$ cat config.mk
export PLATFORM = sky130hd
export DESIGN_NAME = rca_seq_ctrl_flat
export DESIGN_NICKNAME = d
export VERILOG_FILES = /design/src/rtl/rca_seq_ctrl_pkg.sv /design/src/rtl/rca_seq_ctrl_if.sv /design/src/rtl/RCA_16bit.sv /design/src/rtl/rca_seq_ctrl.sv /design/src/flat_wrapper.sv
export SDC_FILE = /design/constraint.sdc
export NUM_CORES = 1
export LEC_CHECK = 0
export ABC_AREA = 1
export BUFFER_PORTS_ARGS = -buffer_cell sky130_fd_sc_hd__buf_2
export CORE_ASPECT_RATIO = 0.5
export CORE_MARGIN = 1.5
export CORE_UTILIZATION = 52
export CTS_CLUSTER_SIZE = 8
export DETAILED_ROUTE_END_ITERATION = 7
export GPL_TIMING_DRIVEN = 0
export HOLD_SLACK_MARGIN = 0.15
export PLACE_DENSITY = 0.8
export SYNTH_ARGS = -nofsm -noshare
export SYNTH_HDL_FRONTEND = slang
export SYNTH_HIERARCHICAL = 1
export SYNTH_SLANG_ARGS = --single-unit
$ cat constraint.sdc
create_clock -name clk -period 21.5 [get_ports clk]
set_input_delay 4.3 -clock clk [delete_from_list [all_inputs] [get_ports clk]]
set_output_delay 4.3 -clock clk [all_outputs]
set_load 0.01 [all_outputs]
$ cat src/rtl/rca_seq_ctrl_pkg.sv
// -----------------------------------------------------------------------------
// rca_seq_ctrl_pkg
// Shared definitions for the sequential ripple-carry adder controller.
//   LW           : slice width handled per cycle by the shared RCA_16bit
//   SLICE_IDX_W  : width of the slice index register (supports up to 8 slices)
//   state_t      : controller state encoding
// -----------------------------------------------------------------------------
package rca_seq_ctrl_pkg;

    localparam int LW          = 16;
    localparam int SLICE_IDX_W = 3;

    typedef enum logic [1:0] {
        IDLE = 2'd0,
        CALC = 2'd1,
        DONE = 2'd2
    } state_t;

endpackage

$ cat src/rtl/rca_seq_ctrl_if.sv
// -----------------------------------------------------------------------------
// rca_seq_ctrl_if
// Bundles the two requester channels and the response channel of
// rca_seq_ctrl.
//   reqN_valid/ready     : operand handshake for requester N (N = 0, 1)
//   reqN_a/b             : WORDS*LW-bit operands
//   reqN_cin             : initial carry-in
//   reqN_sub             : subtract select (only with RCA_SEQ_SUB_EN defined)
//   rsp_valid/ready      : result handshake
//   rsp_id/sum/cout      : owning requester, result, final carry-out
// Modports: master = requesters/consumer side, slave = controller side.
// -----------------------------------------------------------------------------
interface rca_seq_ctrl_if #(
    parameter int WORDS = 4,
    parameter int LW    = rca_seq_ctrl_pkg::LW
);
    localparam int W = WORDS * LW;

    logic         req0_valid;
    logic         req1_valid;
    logic         req0_ready;
    logic         req1_ready;
    logic [W-1:0] req0_a;
    logic [W-1:0] req0_b;
    logic [W-1:0] req1_a;
    logic [W-1:0] req1_b;
    logic         req0_cin;
    logic         req1_cin;
`ifdef RCA_SEQ_SUB_EN
    logic         req0_sub;
    logic         req1_sub;
`endif
    logic         rsp_valid;
    logic         rsp_ready;
    logic         rsp_id;
    logic [W-1:0] rsp_sum;
    logic         rsp_cout;

`ifdef RCA_SEQ_SUB_EN
    modport master (
        output req0_valid, req1_valid, req0_a, req0_b, req1_a, req1_b,
               req0_cin, req1_cin, req0_sub, req1_sub, rsp_ready,
        input  req0_ready, req1_ready, rsp_valid, rsp_id, rsp_sum, rsp_cout
    );
    modport slave (
        input  req0_valid, req1_valid, req0_a, req0_b, req1_a, req1_b,
               req0_cin, req1_cin, req0_sub, req1_sub, rsp_ready,
        output req0_ready, req1_ready, rsp_valid, rsp_id, rsp_sum, rsp_cout
    );
`else
    modport master (
        output req0_valid, req1_valid, req0_a, req0_b, req1_a, req1_b,
               req0_cin, req1_cin, rsp_ready,
        input  req0_ready, req1_ready, rsp_valid, rsp_id, rsp_sum, rsp_cout
    );
    modport slave (
        input  req0_valid, req1_valid, req0_a, req0_b, req1_a, req1_b,
               req0_cin, req1_cin, rsp_ready,
        output req0_ready, req1_ready, rsp_valid, rsp_id, rsp_sum, rsp_cout
    );
`endif

endinterface

$ cat src/rtl/RCA_16bit.sv
// -----------------------------------------------------------------------------
// RCA_16bit
// Purely combinational 16-bit ripple-carry adder built from full-adder cells.
//   a, b : addends
//   cin  : carry into bit 0
//   sum  : 16-bit sum
//   cout : carry out of bit 15
// -----------------------------------------------------------------------------
module RCA_16bit (
    input  logic [15:0] a,
    input  logic [15:0] b,
    input  logic        cin,
    output logic [15:0] sum,
    output logic        cout
);

    logic [16:0] carry;

    assign carry[0] = cin;

    generate
        for (genvar gi = 0; gi < 16; gi++) begin : g_fa
            assign sum[gi]      = a[gi] ^ b[gi] ^ carry[gi];
            assign carry[gi+1]  = (a[gi] & b[gi]) | (carry[gi] & (a[gi] ^ b[gi]));
        end
    endgenerate

    assign cout = carry[16];

endmodule

$ cat src/rtl/rca_seq_ctrl.sv
// -----------------------------------------------------------------------------
// rca_seq_ctrl
// Two-requester wide adder that time-shares one RCA_16bit, producing one
// LW-bit slice per cycle (LSB slice first). Round-robin arbitration in IDLE,
// WORDS cycles of CALC, then DONE holds the result until rsp_ready.
//   clk   : sole clock, rising edge
//   rst_n : asynchronous active-low reset
//   bus   : rca_seq_ctrl_if.slave (requester and response channels)
//   busy  : high whenever the controller is not in IDLE
// Optional feature macro: RCA_SEQ_SUB_EN adds reqN_sub; sub=1 latches ~b
// with an initial carry of 1 so the result is a-b (cin ignored).
// -----------------------------------------------------------------------------
module rca_seq_ctrl
    import rca_seq_ctrl_pkg::*;
#(
    parameter int WORDS = 4,
    parameter int LW    = rca_seq_ctrl_pkg::LW
) (
    input  logic           clk,
    input  logic           rst_n,
    rca_seq_ctrl_if.slave  bus,
    output logic           busy
);

    localparam int W = WORDS * LW;
    localparam logic [SLICE_IDX_W-1:0] LAST_K = SLICE_IDX_W'(WORDS - 1);

    state_t                 state_reg;
    state_t                 state_next;
    logic [SLICE_IDX_W-1:0] k_reg;
    logic                   carry_reg;
    logic                   last_grant_reg;
    logic                   id_reg;
    logic                   cout_reg;
    logic [W-1:0]           a_reg;
    logic [W-1:0]           b_reg;
    logic [W-1:0]           sum_reg;

    logic                   grant_any;
    logic                   grant_id;
    logic                   accept;
    logic [W-1:0]           in_a;
    logic [W-1:0]           in_b;
    logic                   in_cin;
    logic [LW-1:0]          rca_sum;
    logic                   rca_cout;

    // Round-robin: on contention the requester not granted last wins;
    // a lone valid requester wins regardless of history.
    always_comb begin
        grant_any = bus.req0_valid | bus.req1_valid;
        grant_id  = 1'b0;
        if (bus.req0_valid && bus.req1_valid) begin
            grant_id = ~last_grant_reg;
        end else if (bus.req1_valid) begin
            grant_id = 1'b1;
        end
    end

    // rst_n gates ready so nothing is offered while reset is asserted.
    assign accept         = (state_reg == IDLE) && grant_any;
    assign bus.req0_ready = rst_n && accept && !grant_id;
    assign bus.req1_ready = rst_n && accept &&  grant_id;

    // Operand selection for the winning requester.
    always_comb begin
        in_a   = grant_id ? bus.req1_a   : bus.req0_a;
        in_b   = grant_id ? bus.req1_b   : bus.req0_b;
        in_cin = grant_id ? bus.req1_cin : bus.req0_cin;
`ifdef RCA_SEQ_SUB_EN
        // Two's-complement subtract: a + ~b + 1.
        if (grant_id ? bus.req1_sub : bus.req0_sub) begin
            in_b   = ~in_b;
            in_cin = 1'b1;
        end
`endif
    end

    RCA_16bit u_rca (
        .a    (a_reg[int'(k_reg)*LW +: LW]),
        .b    (b_reg[int'(k_reg)*LW +: LW]),
        .cin  (carry_reg),
        .sum  (rca_sum),
        .cout (rca_cout)
    );

    // FSM state register
    always_ff @(posedge clk or negedge rst_n) begin
        if (!rst_n) begin
            state_reg <= IDLE;
        end else begin
            state_reg <= state_next;
        end
    end

    // FSM next-state logic
    always_comb begin
        state_next = state_reg;
        case (state_reg)
            IDLE:    if (accept)         state_next = CALC;
            CALC:    if (k_reg == LAST_K) state_next = DONE;
            DONE:    if (bus.rsp_ready)  state_next = IDLE;
            default:                     state_next = IDLE;
        endcase
    end

    // Datapath: operand capture, slice-by-slice accumulation of the result.
    always_ff @(posedge clk or negedge rst_n) begin
        if (!rst_n) begin
            k_reg          <= '0;
            carry_reg      <= 1'b0;
            last_grant_reg <= 1'b1;
            id_reg         <= 1'b0;
            cout_reg       <= 1'b0;
            a_reg          <= '0;
            b_reg          <= '0;
            sum_reg        <= '0;
        end else begin
            case (state_reg)
                IDLE: begin
                    if (accept) begin
                        a_reg          <= in_a;
                        b_reg          <= in_b;
                        carry_reg      <= in_cin;
                        id_reg         <= grant_id;
                        last_grant_reg <= grant_id;
                        k_reg          <= '0;
                    end
                end
                CALC: begin
                    sum_reg[int'(k_reg)*LW +: LW] <= rca_sum;
                    carry_reg                     <= rca_cout;
                    if (k_reg == LAST_K) begin
                        k_reg    <= '0;
                        cout_reg <= rca_cout;
                    end else begin
                        k_reg <= k_reg + 1'b1;
                    end
                end
                default: ;
            endcase
        end
    end

    assign bus.rsp_valid = (state_reg == DONE);
    assign bus.rsp_id    = id_reg;
    assign bus.rsp_sum   = sum_reg;
    assign bus.rsp_cout  = cout_reg;
    assign busy          = (state_reg != IDLE);

endmodule

$ cat src/flat_wrapper.sv
// flat-port wrapper written by rule: the top's interface ports become plain ports
module rca_seq_ctrl_flat import rca_seq_ctrl_pkg::*;
#(
    parameter int WORDS = 4,
    parameter int LW    = rca_seq_ctrl_pkg::LW
)
  (clk, rst_n, busy, bus_req0_valid, bus_req1_valid, bus_req0_a, bus_req0_b, bus_req1_a, bus_req1_b, bus_req0_cin, bus_req1_cin, bus_rsp_ready, bus_req0_ready, bus_req1_ready, bus_rsp_valid, bus_rsp_id, bus_rsp_sum, bus_rsp_cout);
  rca_seq_ctrl_if #(.WORDS(WORDS), .LW(LW)) bus_i ();
  input  logic clk;
  input  logic rst_n;
  output logic busy;
  input wire logic [$bits(bus_i.req0_valid)-1:0] bus_req0_valid;
  input wire logic [$bits(bus_i.req1_valid)-1:0] bus_req1_valid;
  input wire logic [$bits(bus_i.req0_a)-1:0] bus_req0_a;
  input wire logic [$bits(bus_i.req0_b)-1:0] bus_req0_b;
  input wire logic [$bits(bus_i.req1_a)-1:0] bus_req1_a;
  input wire logic [$bits(bus_i.req1_b)-1:0] bus_req1_b;
  input wire logic [$bits(bus_i.req0_cin)-1:0] bus_req0_cin;
  input wire logic [$bits(bus_i.req1_cin)-1:0] bus_req1_cin;
  input wire logic [$bits(bus_i.rsp_ready)-1:0] bus_rsp_ready;
  output wire logic [$bits(bus_i.req0_ready)-1:0] bus_req0_ready;
  output wire logic [$bits(bus_i.req1_ready)-1:0] bus_req1_ready;
  output wire logic [$bits(bus_i.rsp_valid)-1:0] bus_rsp_valid;
  output wire logic [$bits(bus_i.rsp_id)-1:0] bus_rsp_id;
  output wire logic [$bits(bus_i.rsp_sum)-1:0] bus_rsp_sum;
  output wire logic [$bits(bus_i.rsp_cout)-1:0] bus_rsp_cout;
  assign bus_i.req0_valid = bus_req0_valid;
  assign bus_i.req1_valid = bus_req1_valid;
  assign bus_i.req0_a = bus_req0_a;
  assign bus_i.req0_b = bus_req0_b;
  assign bus_i.req1_a = bus_req1_a;
  assign bus_i.req1_b = bus_req1_b;
  assign bus_i.req0_cin = bus_req0_cin;
  assign bus_i.req1_cin = bus_req1_cin;
  assign bus_i.rsp_ready = bus_rsp_ready;
  assign bus_req0_ready = bus_i.req0_ready;
  assign bus_req1_ready = bus_i.req1_ready;
  assign bus_rsp_valid = bus_i.rsp_valid;
  assign bus_rsp_id = bus_i.rsp_id;
  assign bus_rsp_sum = bus_i.rsp_sum;
  assign bus_rsp_cout = bus_i.rsp_cout;
  rca_seq_ctrl #(.WORDS(WORDS), .LW(LW)) u_core (.clk(clk), .rst_n(rst_n), .bus(bus_i), .busy(busy));
endmodule
==> flow_metrics.py, run 1 <==
metrics = {
    "worst_setup_path": {
        "critical_path.max_fanout": 107,
        "arrival_ns": 5.90,
        "rrSetupSlack_ns": 12.90,
        "timing.critical_path.to_type": "output port",
        "setup.worst_path.class": "in -> out",
        "critical_path.startpoint_type": "input port",
        "worst_ep_required_time_ns": 17.20,
        "worst_r2r_path_depth": 28,
        "regToRegEndpoint": "u_core/bus.rsp_sum[31]$_DFFE_PN0P_",
        "reg2reg_from": "u_core/k_reg[0]$_DFFE_PN0P_",
    },
    "timing": {
        "tightestPinTransition_ns": 0.821,
        "finClkSkew_ns": 0.0114,
        "post-route-period-util": 0.474,
        "setup_viol_count_final": 0,
        "timing.slew.headroom": 0.453,
        "tns_ns": 0,
        "timing.final.max_slew_violations": 0,
        "max_freq_ghz": 0.0981,
        "timing_hold_violations_final": 0,
        "grt_setup_unrepaired": "false",
        "finalWorstPathRequiredPeriod_ns": 10.20,
    },
    "layout": {
        "layout-drive-gt1-share": 0.220,
        "post_route_design_area_um2": 14300,
        "multi_input_comb_area_um2": 5050,
        "layout_commonest_cell": "sky130_fd_sc_hd__nand2_1",
        "final-instance-count-excl-fill": 2353,
        "fin_nets": 2323,
        "most_frequent_cells_in_the_layout": "sky130_fd_sc_hd__nand2_1 (587), sky130_fd_sc_hd__buf_2 (384), sky130_fd_sc_hd__nor2_1 (233)",
        "final_core_utilization": 0.661,
        "antenna_cells": 0,
        "seqCellArea_um2": 5030,
        "filler_cell_count": 1970,
        "area_growth_syn_to_layout_pct": 25.1,
    },
    "pwr": {
        "net-switching-power_mw": 1.28,
        "switching_power_share_of_the_total": 0.503,
        "design_power_total_mw": 2.54,
        "power.leakage_nw": 8.10,
        "power.share.clock": 0.161,
        "seq_power_share": 0.268,
        "power_frac_comb": 0.571,
        "power.ir.vdd_worst_v": 0.000167,
        "power_report.internal_total_mw": 1.26,
        "cellPowerDensity_nw_per_um2": 177,
    },
    "floorplan": {
        "floorplan.initialDensity": 0.529,
        "die_w_um": 213,
        "die_height_um": 108,
        "io-pin-count": 333,
        "placementRows": 38,
        "placeableCoreArea_um2": 21600,
        "die_area_um2": 22900,
    },
    "placement": {
        "io_buffer_count": 332,
        "dp_hpwl_um": 29200,
        "finalWeightedCongestion": 0.983,
        "placement.cell_area_um2": 13500,
        "placed_instance_count": 2308,
    },
    "synth": {
        "synthCells": 1675,
        "seq_area_frac_synth": 0.440,
        "synthSimpleGateAreaFrac": 0.302,
        "synthesis.area_per_instance_um2": 6.83,
        "ys_warn_count": 6,
        "syn-cell-area_um2": 11400,
        "muxShareOfSynthArea": 0,
        "synth_compound_gate_area_share": 0.106,
        "synth_top_family_by_area": "simple AND/OR/NAND/NOR gates",
        "yosys_register_bits": 201,
        "synth_adder_area_share": 0.0335,
        "number_of_unique_standard_cell_types_used_by_synthesis": 24,
        "xor_and_xnor_fraction_of_the_mapped_netlist_area": 0,
        "mappedNetlistNets": 1959,
    },
    "routing": {
        "detail-route-antenna-nets": 0,
        "route.detailed.vias_per_inst": 5.15,
        "detail_route.iter0.violations": 1280,
        "vias": 12100,
        "drt-wirelength-per-cell_um": 16.2,
        "routed_wl_um": 38100,
        "drt_first_pass_iters": 8,
        "remaining_drc_errors": 0,
    },
    "global_route": {
        "first_pass_grt_wire_length_um": 57500,
        "use_met2": 0.504,
        "largest_net_degree_at_the_start_of_global_routing": 108,
        "met3_usage": 0.0907,
        "gr-max-usage-layer": "met2",
        "global_route.usage.met1": 0.470,
        "grt_remaining_overflow": 0,
        "grt_util_all_layers": 0.333,
        "grt_antenna_before_repair": 0,
        "number_of_global_route_vias_before_repair": 11100,
    },
    "hold_path": {
        "hold_path_depth": 2,
        "hold_start": "u_core/last_grant_reg$_DFFE_PN1P_",
        "min_to": "u_core/last_grant_reg$_DFFE_PN1P_",
        "worst_hold_class": "reg -> reg",
    },
    "cts": {
        "cts_root_buf": "sky130_fd_sc_hd__clkbuf_16",
        "clkLatencyLatePin_ns": 0.54,
        "cts.reportedPaths.clkPinSlew_ns": 0.05,
        "tritoncts_clock_tree": "done",
        "cts_num_sinks": 201,
        "cts-hold-fix-buffers": 0,
        "max_buffers_root_to_sink": 3,
        "ctsResizeCount": 0,
        "cts.htree.levels": 1,
        "clock_buffer_count_from_cts": 29,
        "cts_setup_buffers": 0,
    },
    "run": {
        "maxCapViolations": 0,
    },
    "status": {
        "run_status": "finished, final reports clean",
    },
}
-- logic make-up after synthesis --
logic type | after synthesis
and+or+nand+nor | 887
AOI/OAI and AO/OA | 243
DFF | 201
adders and majority gates | 21
buffers and inverters | 323
-- Yosys cell counts --
master | number | share of area
sky130_fd_sc_hd__buf_4 | 17 | 0.011
sky130_fd_sc_hd__inv_1 | 220 | 0.072
sky130_fd_sc_hd__fa_1 | 16 | 0.028
sky130_fd_sc_hd__buf_6 | 1 | 0.00098
sky130_fd_sc_hd__inv_2 | 4 | 0.0013
sky130_fd_sc_hd__o21ai_0 | 101 | 0.044
sky130_fd_sc_hd__a21oi_1 | 18 | 0.0079
sky130_fd_sc_hd__o21ai_1 | 123 | 0.054
sky130_fd_sc_hd__nor2_2 | 2 | 0.0011
sky130_fd_sc_hd__dfstp_2 | 1 | 0.0023
sky130_fd_sc_hd__o22ai_1 | 1 | 0.00055
sky130_fd_sc_hd__dfrtp_1 | 200 | 0.44
sky130_fd_sc_hd__nor2_4 | 3 | 0.0030
sky130_fd_sc_hd__nor3_1 | 1 | 0.00044
sky130_fd_sc_hd__buf_1 | 1 | 0.00033
sky130_fd_sc_hd__clkbuf_1 | 26 | 0.0085
sky130_fd_sc_hd__ha_1 | 5 | 0.0055
sky130_fd_sc_hd__nand2_1 | 587 | 0.19
sky130_fd_sc_hd__nand2_2 | 3 | 0.0016
sky130_fd_sc_hd__nand3_2 | 3 | 0.0026
sky130_fd_sc_hd__nor2_1 | 233 | 0.076
sky130_fd_sc_hd__buf_2 | 53 | 0.023
sky130_fd_sc_hd__nand3_1 | 55 | 0.024
sky130_fd_sc_hd__clkinv_1 | 1 | 0.00033
-- final cells by class --
type	count	area share
multi-input cells	1151	0.353
plain buffers	98	0.0353
repair buffers	333	0.119
well taps	300	0.0262
inverters	225	0.0590
clock inverters	2	0.00122
clock buffers	43	0.0544
flip-flops and latches	201	0.352
-- critical path, stage by stage --
cell	delay, ns
sky130_fd_sc_hd__buf_8	0.54
sky130_fd_sc_hd__buf_16	0.41
sky130_fd_sc_hd__inv_1	0.12
sky130_fd_sc_hd__nor3_1	0.23
sky130_fd_sc_hd__buf_2	0.17
-- layer usage --
layer,wire length (um),vias to the layer above
met4,880,0
met1,16200,5625
met2,16500,612
met3,4510,73
li1,-,5805
met5,0,-
-- per-stage QoR --
step	hold slack (ns)	setup WS, ns
2_1_floorplan	0.443	12.09
3_3_place_gp	0.453	8.81
3_5_place_dp	0.459	11.23
4_1_cts	0.467	11.22
5_1_grt	0.503	11.06
6_report	0.474	11.30
-- how the worst max path moves through the flow --
stage	startpoint	endpoint	cells after the start
finish	rst_n	bus_req0_ready	5
global route	rst_n	bus_req0_ready	5
CTS	rst_n	bus_req0_ready	5
detailed placement	rst_n	bus_req0_ready	5
global placement	rst_n	bus_req0_ready	4
floorplan	bus_req0_valid	bus_req0_ready	6
-- power groups by stage --
stage,Combinational (mW),Clock (mW),Sequential [mW]
finish,1.45,0.409,0.680
detailed placement,1.38,0,0.676
floorplan,0.829,0,0.652
global placement,1.35,0,0.675
global route,1.57,0.430,0.693
CTS,1.39,0.413,0.674
(Power assumes the default switching activity.)
==> run 2, diff against run 1 <==
ABC_AREA = 0   (was 1)
PLACE_DENSITY = 0.81   (was 0.8)
clock period = 10.6 ns   (was 21.5 ns; I/O delays follow)
==> run 2 against run 1 <==
  * Combinational power up 90%
  * Register-to-register slack worse by 11 ns
  * Global-route usage down 4.8 points
  * First-iteration DRC count down 59%
  * Via count down 34%
  * Clock skew up 0.0045 ns
  * Area after synthesis down 3.3%
  * Worst setup slack worse by 9.6 ns
==> flow_metrics.py, run 2 <==
metrics = {
    "routing": {
        "vias": 8000,
        "drt_first_pass_iters": 5,
        "route.detailed.vias_per_inst": 5.49,
        "remaining_drc_errors": 0,
        "routed_wl_um": 30900,
        "drt-wirelength-per-cell_um": 21.2,
        "detail-route-antenna-nets": 0,
        "detail_route.iter0.violations": 523,
    },
    "floorplan": {
        "placementRows": 37,
        "floorplan.initialDensity": 0.534,
        "die_height_um": 106,
        "io-pin-count": 333,
        "die_w_um": 209,
        "placeableCoreArea_um2": 20700,
        "die_area_um2": 22200,
    },
    "synth": {
        "ys_async_sr_fraction": 1.00,
        "synth-edff-count": 0,
        "synth.top_cell.area_share": 0.453,
        "seq_area_frac_synth": 0.455,
        "synth-main-ff-cell": "sky130_fd_sc_hd__dfrtp_1",
        "post_synth_most_frequent_cells": "sky130_fd_sc_hd__dfrtp_1 (200), sky130_fd_sc_hd__mux2_2 (187), sky130_fd_sc_hd__nand2_1 (81)",
        "synth_area_leaders": "sky130_fd_sc_hd__dfrtp_1 (45%), sky130_fd_sc_hd__mux2_2 (19%), sky130_fd_sc_hd__mux2_4 (11%), sky130_fd_sc_hd__mux4_2 (6.5%), sky130_fd_sc_hd__fa_1 (2.9%)",
        "syn-cell-area_um2": 11100,
        "synthesis.area_per_instance_um2": 13.7,
        "mappedNetlistNets": 1091,
        "number_of_unique_standard_cell_types_used_by_synthesis": 43,
        "yosys_register_bits": 201,
        "ys_warn_count": 6,
        "synthDominantAreaCellType": "sky130_fd_sc_hd__dfrtp_1",
        "synthCells": 807,
        "synthMostInstantiatedCell": "sky130_fd_sc_hd__dfrtp_1",
    },
    "cts": {
        "ctsResizeCount": 0,
        "cts.reportedPaths.clkPinSlew_ns": 0.05,
        "tritoncts_clock_tree": "done",
        "clkLatencyLatePin_ns": 0.54,
        "cts_root_buf": "sky130_fd_sc_hd__clkbuf_16",
        "cts_num_sinks": 201,
        "cts_setup_buffers": 0,
        "clock_buffer_count_from_cts": 29,
        "cts-hold-fix-buffers": 0,
        "cts.htree.levels": 1,
        "max_buffers_root_to_sink": 3,
    },
    "worst_setup_path": {
        "crit_start": "u_core/k_reg[1]$_DFFE_PN0P_",
        "reg2reg_from": "u_core/k_reg[1]$_DFFE_PN0P_",
        "setup.worst_path.class": "reg -> reg",
        "critical_path.max_fanout": 10,
        "arrival_ns": 9.32,
        "critical_path.startpoint_type": "flip-flop",
        "critical_path.max_stage_delay_ns": 0.59,
        "timing.critical_path.buf_inv": 7,
        "timing.critical_path.slowest_stage_cell": "sky130_fd_sc_hd__clkbuf_1",
        "top_family_by_delay_on_critical_path": "adder cells",
        "timing.critical_path.to_type": "flip-flop",
        "cp_common_cell": "sky130_fd_sc_hd__fa_1",
        "worst_ep_required_time_ns": 11.05,
    },
    "timing": {
        "grt_setup_unrepaired": "false",
        "final.setup.worst_slack_ns": 1.73,
        "finalWorstPathRequiredPeriod_ns": 8.87,
        "finClkSkew_ns": 0.0160,
        "post-route-period-util": 0.837,
        "setup_viol_count_final": 0,
        "tightestPinTransition_ns": 0.951,
        "tns_ns": 0,
        "timing.slew.headroom": 0.366,
        "timing_hold_violations_final": 0,
        "timing.final.max_slew_violations": 0,
        "max_freq_ghz": 0.113,
    },
    "placement": {
        "io_buffer_count": 332,
        "finalWeightedCongestion": 0.873,
        "placement.cell_area_um2": 13100,
        "dp_hpwl_um": 23400,
        "post-place-ws_ns": 1.82,
    },
    "global_route": {
        "grt_util_all_layers": 0.285,
        "largest_net_degree_at_the_start_of_global_routing": 126,
        "first_pass_grt_wire_length_um": 47700,
        "number_of_global_route_vias_before_repair": 8588,
        "grt_antenna_before_repair": 2,
        "grt_remaining_overflow": 0,
    },
    "layout": {
        "layout_commonest_cell": "sky130_fd_sc_hd__buf_2",
        "most_frequent_cells_in_the_layout": "sky130_fd_sc_hd__buf_2 (342), sky130_fd_sc_hd__dfrtp_1 (200), sky130_fd_sc_hd__mux2_2 (187)",
        "post_route_design_area_um2": 13900,
        "area_growth_syn_to_layout_pct": 25.6,
        "filler_cell_count": 1515,
        "layout-drive-gt1-share": 0.598,
        "fin_nets": 1455,
    },
    "hold_path": {
        "worst_hold_class": "reg -> reg",
        "hold_start": "u_core/bus.rsp_sum[41]$_DFFE_PN0P_",
    },
    "run": {
        "maxCapViolations": 0,
    },
    "pwr": {
        "power.leakage_nw": 6.66,
        "power.ir.vdd_worst_v": 0.000245,
        "cellPowerDensity_nw_per_um2": 354,
    },
    "status": {
        "run_status": "finished, final reports clean",
    },
}
==> run 2: cell count changes after synthesis, sizes merged, moves of 57 or more <==
| cell | delta |
|---|---|
| nand2 | -509 |
| mux2 | +273 |
| nor2 | -233 |
| inv | -193 |
| o21ai | -190 |
| nand3 | -57 |
==> run 2: cells by family after synthesis <==
family	Yosys count	share of synthesized area
compound gates	60	0.0335
mux	306	0.371
fa+ha+maj	21	0.0346
buf+inv	85	0.0444
flops	201	0.455
simple gates	134	0.0611
==> run 2: metrics by stage <==
step / util / power (mW) / hold slack (ns) / instances
6_report: 0.671 / 4.91 / 0.474 / 1458
5_1_grt: 0.671 / 5.20 / 0.493 / 1458
4_1_cts: 0.671 / 4.89 / 0.473 / 1456
3_5_place_dp: 0.633 / 4.06 / 0.462 / 1413
3_3_place_gp: 0.631 / 3.96 / 0.456 / 1412
2_1_floorplan: - / 3.05 / 0.475 / 807
==> run 2: worst min-delay path: cells and delay by family (launching register included) <==
kind             cells  cell delay (ns)
flip-flops           1             0.33
AO/OA/AOI/OAI        1             0.05
AND/OR/NAND/NOR      1             0.05
==> run 2: layer usage <==
metal | share of wire | up-vias | global-route usage
li1 | - | 3587 | -
met1 | 0.43 | 4069 | 0.372
met2 | 0.48 | 286 | 0.471
met3 | 0.062 | 58 | 0.0739
met4 | 0.025 | 0 | 0.0870
met5 | 0 | - | 0
==> run 2: power breakdown <==
group | switching, mW | internal (mW) | total [mW]
logic | 1.49 | 1.25 | 2.75
registers | 0.208 | 1.14 | 1.35
clock network | 0.325 | 0.494 | 0.819
total | 2.02 | 2.89 | 4.91
==> run 2: final cells by class <==
type | instances | area [um^2] | share of cell area
inverter | 31 | 116 | 0.00838
clock inverter | 1 | 8.76 | 0.000631
tap | 273 | 342 | 0.0246
buffer | 54 | 374 | 0.0269
timing repair buffer | 333 | 1700 | 0.122
antenna | 2 | 5.00 | 0.000360
sequential | 201 | 5030 | 0.362
multi-input combinational | 521 | 5530 | 0.399
clock buffer | 42 | 774 | 0.0558
==> run 2: path summary, 6_finish.rpt <==
path | to | slack [ns] | cells past startpoint
max | u_core/bus.rsp_sum[47]$_DFFE_PN0P_ | 1.73 | 26
min | u_core/bus.rsp_sum[41]$_DFFE_PN0P_ | 0.47 | 2
max reg2reg | u_core/bus.rsp_sum[47]$_DFFE_PN0P_ | 1.73 | 26
min reg2reg | u_core/bus.rsp_sum[41]$_DFFE_PN0P_ | 0.47 | 2
max in group asynchronous | u_core/b_reg[36]$_DFFE_PN0P_ | 7.99 | 2
min in group asynchronous | u_core/bus.rsp_sum[8]$_DFFE_PN0P_ | 1.68 | 1
==> run 3, diff against run 2 <==
CORE_UTILIZATION = 47   (was 52)
PLACE_DENSITY = 0.77   (was 0.81)
clock period = 7.9 ns   (was 10.6 ns; I/O delays follow)
==> run 3 against run 2 <==
  * Final area is 1.3% higher
  * Register-to-register slack worse by 1.5 ns
  * Power is 39% higher
  * Via count is 0.43% lower
  * Wire length is 2.0% higher
  * Combinational power is 43% higher
  * Maximum frequency is 16% higher
  * Die area is 10% higher
  * Global-route usage is 2.5 points lower
  * Core utilization is 5.7 points lower
  * Sequential power is 33% higher
  * Critical endpoint unchanged
  * Flip-flop and latch count stayed put
==> flow_metrics.py, run 3 (same netlist as run 2, synthesis figures left out) <==
metrics = {
    "worst_setup_path": {
        "reg2reg_from": "u_core/k_reg[0]$_DFFE_PN0P_",
        "worst_r2r_path_depth": 26,
        "regToRegEndpoint": "u_core/bus.rsp_sum[47]$_DFFE_PN0P_",
        "critical_path.startpoint_type": "flip-flop",
        "rrSetupSlack_ns": 0.25,
        "top_family_by_delay_on_critical_path": "adder cells",
        "timing.critical_path.buf_inv": 7,
        "critical_path.max_stage_delay_ns": 0.50,
        "worst_ep_required_time_ns": 8.34,
        "timing.critical_path.depth": 26,
        "arrival_ns": 8.08,
        "cp_common_cell": "sky130_fd_sc_hd__fa_2",
        "setup.worst_path.class": "reg -> reg",
        "timing.critical_path.to_type": "flip-flop",
        "timing.critical_path.slowest_stage_cell": "sky130_fd_sc_hd__mux4_2",
        "crit_start": "u_core/k_reg[0]$_DFFE_PN0P_",
        "critical_path.max_fanout": 4,
        "timing.critical_path.to": "u_core/bus.rsp_sum[47]$_DFFE_PN0P_",
    },
    "run": {
        "maxCapViolations": 0,
    },
    "timing": {
        "tns_ns": 0,
        "setup_viol_count_final": 0,
        "timing_hold_violations_final": 0,
        "post-route-period-util": 0.968,
        "timing.final.max_slew_violations": 0,
        "max_freq_ghz": 0.131,
        "grt_setup_unrepaired": "false",
        "tightestPinTransition_ns": 0.935,
        "finalWorstPathRequiredPeriod_ns": 7.65,
        "finClkSkew_ns": 0.0168,
        "timing.slew.headroom": 0.377,
    },
    "placement": {
        "placement.cell_area_um2": 13100,
        "dp_hpwl_um": 24000,
        "finalWeightedCongestion": 0.849,
        "io_buffer_count": 332,
    },
    "global_route": {
        "grt_remaining_overflow": 0,
        "number_of_global_route_vias_before_repair": 8733,
        "grt_util_all_layers": 0.260,
        "grt_antenna_before_repair": 1,
        "first_pass_grt_wire_length_um": 48100,
        "largest_net_degree_at_the_start_of_global_routing": 125,
    },
    "routing": {
        "remaining_drc_errors": 0,
        "routed_wl_um": 31500,
        "route.detailed.vias_per_inst": 5.32,
        "drt-wirelength-per-cell_um": 21.1,
        "detail-route-antenna-nets": 0,
        "vias": 7966,
        "detail_route.iter0.violations": 550,
        "drt_first_pass_iters": 4,
    },
    "pwr": {
        "cellPowerDensity_nw_per_um2": 486,
        "power.ir.vdd_worst_v": 0.000400,
        "power.share.clock": 0.160,
        "power.leakage_nw": 6.70,
        "net-switching-power_mw": 2.77,
        "power_frac_comb": 0.576,
        "seq_power_share": 0.264,
        "power_report.internal_total_mw": 4.06,
        "switching_power_share_of_the_total": 0.406,
    },
    "floorplan": {
        "die_height_um": 111,
        "placementRows": 39,
        "die_w_um": 220,
        "die_area_um2": 24500,
        "placeableCoreArea_um2": 22900,
        "io-pin-count": 333,
        "floorplan.initialDensity": 0.482,
    },
    "cts": {
        "cts_root_buf": "sky130_fd_sc_hd__clkbuf_16",
        "clkLatencyLatePin_ns": 0.54,
        "cts.reportedPaths.clkPinSlew_ns": 0.05,
        "cts.htree.levels": 1,
        "tritoncts_clock_tree": "done",
        "max_buffers_root_to_sink": 3,
        "clock_buffer_count_from_cts": 29,
        "cts_num_sinks": 201,
    },
    "layout": {
        "post_route_design_area_um2": 14100,
        "filler_cell_count": 1786,
        "layout-drive-gt1-share": 0.619,
        "most_frequent_cells_in_the_layout": "sky130_fd_sc_hd__buf_2 (340), sky130_fd_sc_hd__dfrtp_1 (199), sky130_fd_sc_hd__mux2_2 (187)",
        "fin_nets": 1462,
        "area_growth_syn_to_layout_pct": 27.3,
        "layout_commonest_cell": "sky130_fd_sc_hd__buf_2",
    },
    "status": {
        "run_status": "finished, final reports clean",
    },
    "hold_path": {
        "worst_hold_class": "reg -> reg",
    },
}
==> run 3: changes by cell type in the layout (fill, tap and decap cells not counted), moves of 2 or more <==
| cell | previous run | this run |
|---|---|---|
| sky130_fd_sc_hd__and2_1 | 34 | 32 |
| sky130_fd_sc_hd__and2_4 | 0 | 2 |
| sky130_fd_sc_hd__buf_12 | 0 | 3 |
| sky130_fd_sc_hd__buf_2 | 342 | 340 |
| sky130_fd_sc_hd__buf_4 | 10 | 15 |
| sky130_fd_sc_hd__clkbuf_1 | 29 | 26 |
| sky130_fd_sc_hd__fa_1 | 16 | 2 |
| sky130_fd_sc_hd__fa_2 | 0 | 14 |
| sky130_fd_sc_hd__inv_1 | 30 | 28 |
==> run 3: through the flow <==
step	std cells	utilization	hold WS, ns	worst slack, ns	power [mW]
final	1496	0.613	0.466	0.254	6.84
after global routing	1496	0.613	0.496	0.0391	7.24
after CTS	1492	0.611	0.473	0.0317	6.73
after detailed placement	1447	0.573	0.463	-0.893	5.46
after global placement	1446	0.571	0.458	-0.746	5.34
after floorplan	807	-	0.475	0.00687	4.09
==> run 3: timing repair <==
| action | in CTS | in global routing |
|---|---|---|
| hold buffers | 0 | 0 |
| buffers inserted | 4 | 3 |
| hold endpoints to repair | 0 | 0 |
| pin swaps | 2 | 7 |
| setup endpoints to repair | 14 | 4 |
| gates resized for setup | 24 | 11 |
==> run 3: cell type report <==
type                            instances  area (um^2)  share of cell area
Buffer                                 54          430              0.0306
Clock inverter                          1         8.76            0.000623
Antenna cell                            1         2.50            0.000178
Inverter                               31          119             0.00845
Tap cell                              307          384              0.0273
Clock buffer                           40          767              0.0545
Timing Repair Buffer                  340         1750               0.125
Multi-Input combinational cell        521         5570               0.396
Sequential cell                       201         5030               0.358
==> run 3: power by group through the flow <==
stage               sequential, mW  combinational, mW  clock [mW]
floorplan                     1.79               2.31           0
global placement              1.78               3.56           0
global route                  1.85               4.22        1.16
detailed placement            1.81               3.65           0
finish                        1.80               3.94        1.09
CTS                           1.80               3.81        1.11
==> run 3: how the worst min path moves through the flow <==
stage | start | to | slack (ns) | cells after the start
2_1_floorplan | u_core/a_reg[37]$_DFFE_PN0P_ | u_core/a_reg[37]$_DFFE_PN0P_ | 0.48 | 1
3_3_place_gp | u_core/bus.rsp_sum[44]$_DFFE_PN0P_ | u_core/bus.rsp_sum[44]$_DFFE_PN0P_ | 0.46 | 2
3_5_place_dp | u_core/bus.rsp_sum[44]$_DFFE_PN0P_ | u_core/bus.rsp_sum[44]$_DFFE_PN0P_ | 0.46 | 2
4_1_cts | u_core/bus.rsp_sum[47]$_DFFE_PN0P_ | u_core/bus.rsp_sum[47]$_DFFE_PN0P_ | 0.47 | 2
5_1_grt | u_core/bus.rsp_sum[45]$_DFFE_PN0P_ | u_core/bus.rsp_sum[45]$_DFFE_PN0P_ | 0.50 | 2
6_report | u_core/bus.rsp_sum[47]$_DFFE_PN0P_ | u_core/bus.rsp_sum[47]$_DFFE_PN0P_ | 0.47 | 2
==> run 3: tightest hold or removal path, cell delays in order, from the launching register on <==
cell and delay (ns):
sky130_fd_sc_hd__dfrtp_1 0.33, sky130_fd_sc_hd__nand2_1 0.05, sky130_fd_sc_hd__o31ai_1 0.05
==> run 3: metal layers <==
layer,vias to the layer above,track usage,wire [um]
met2,255,0.428,15200
met3,61,0.0505,1880
met4,0,0.0798,782
met5,-,0,0
li1,3599,-,-
met1,4051,0.349,13700
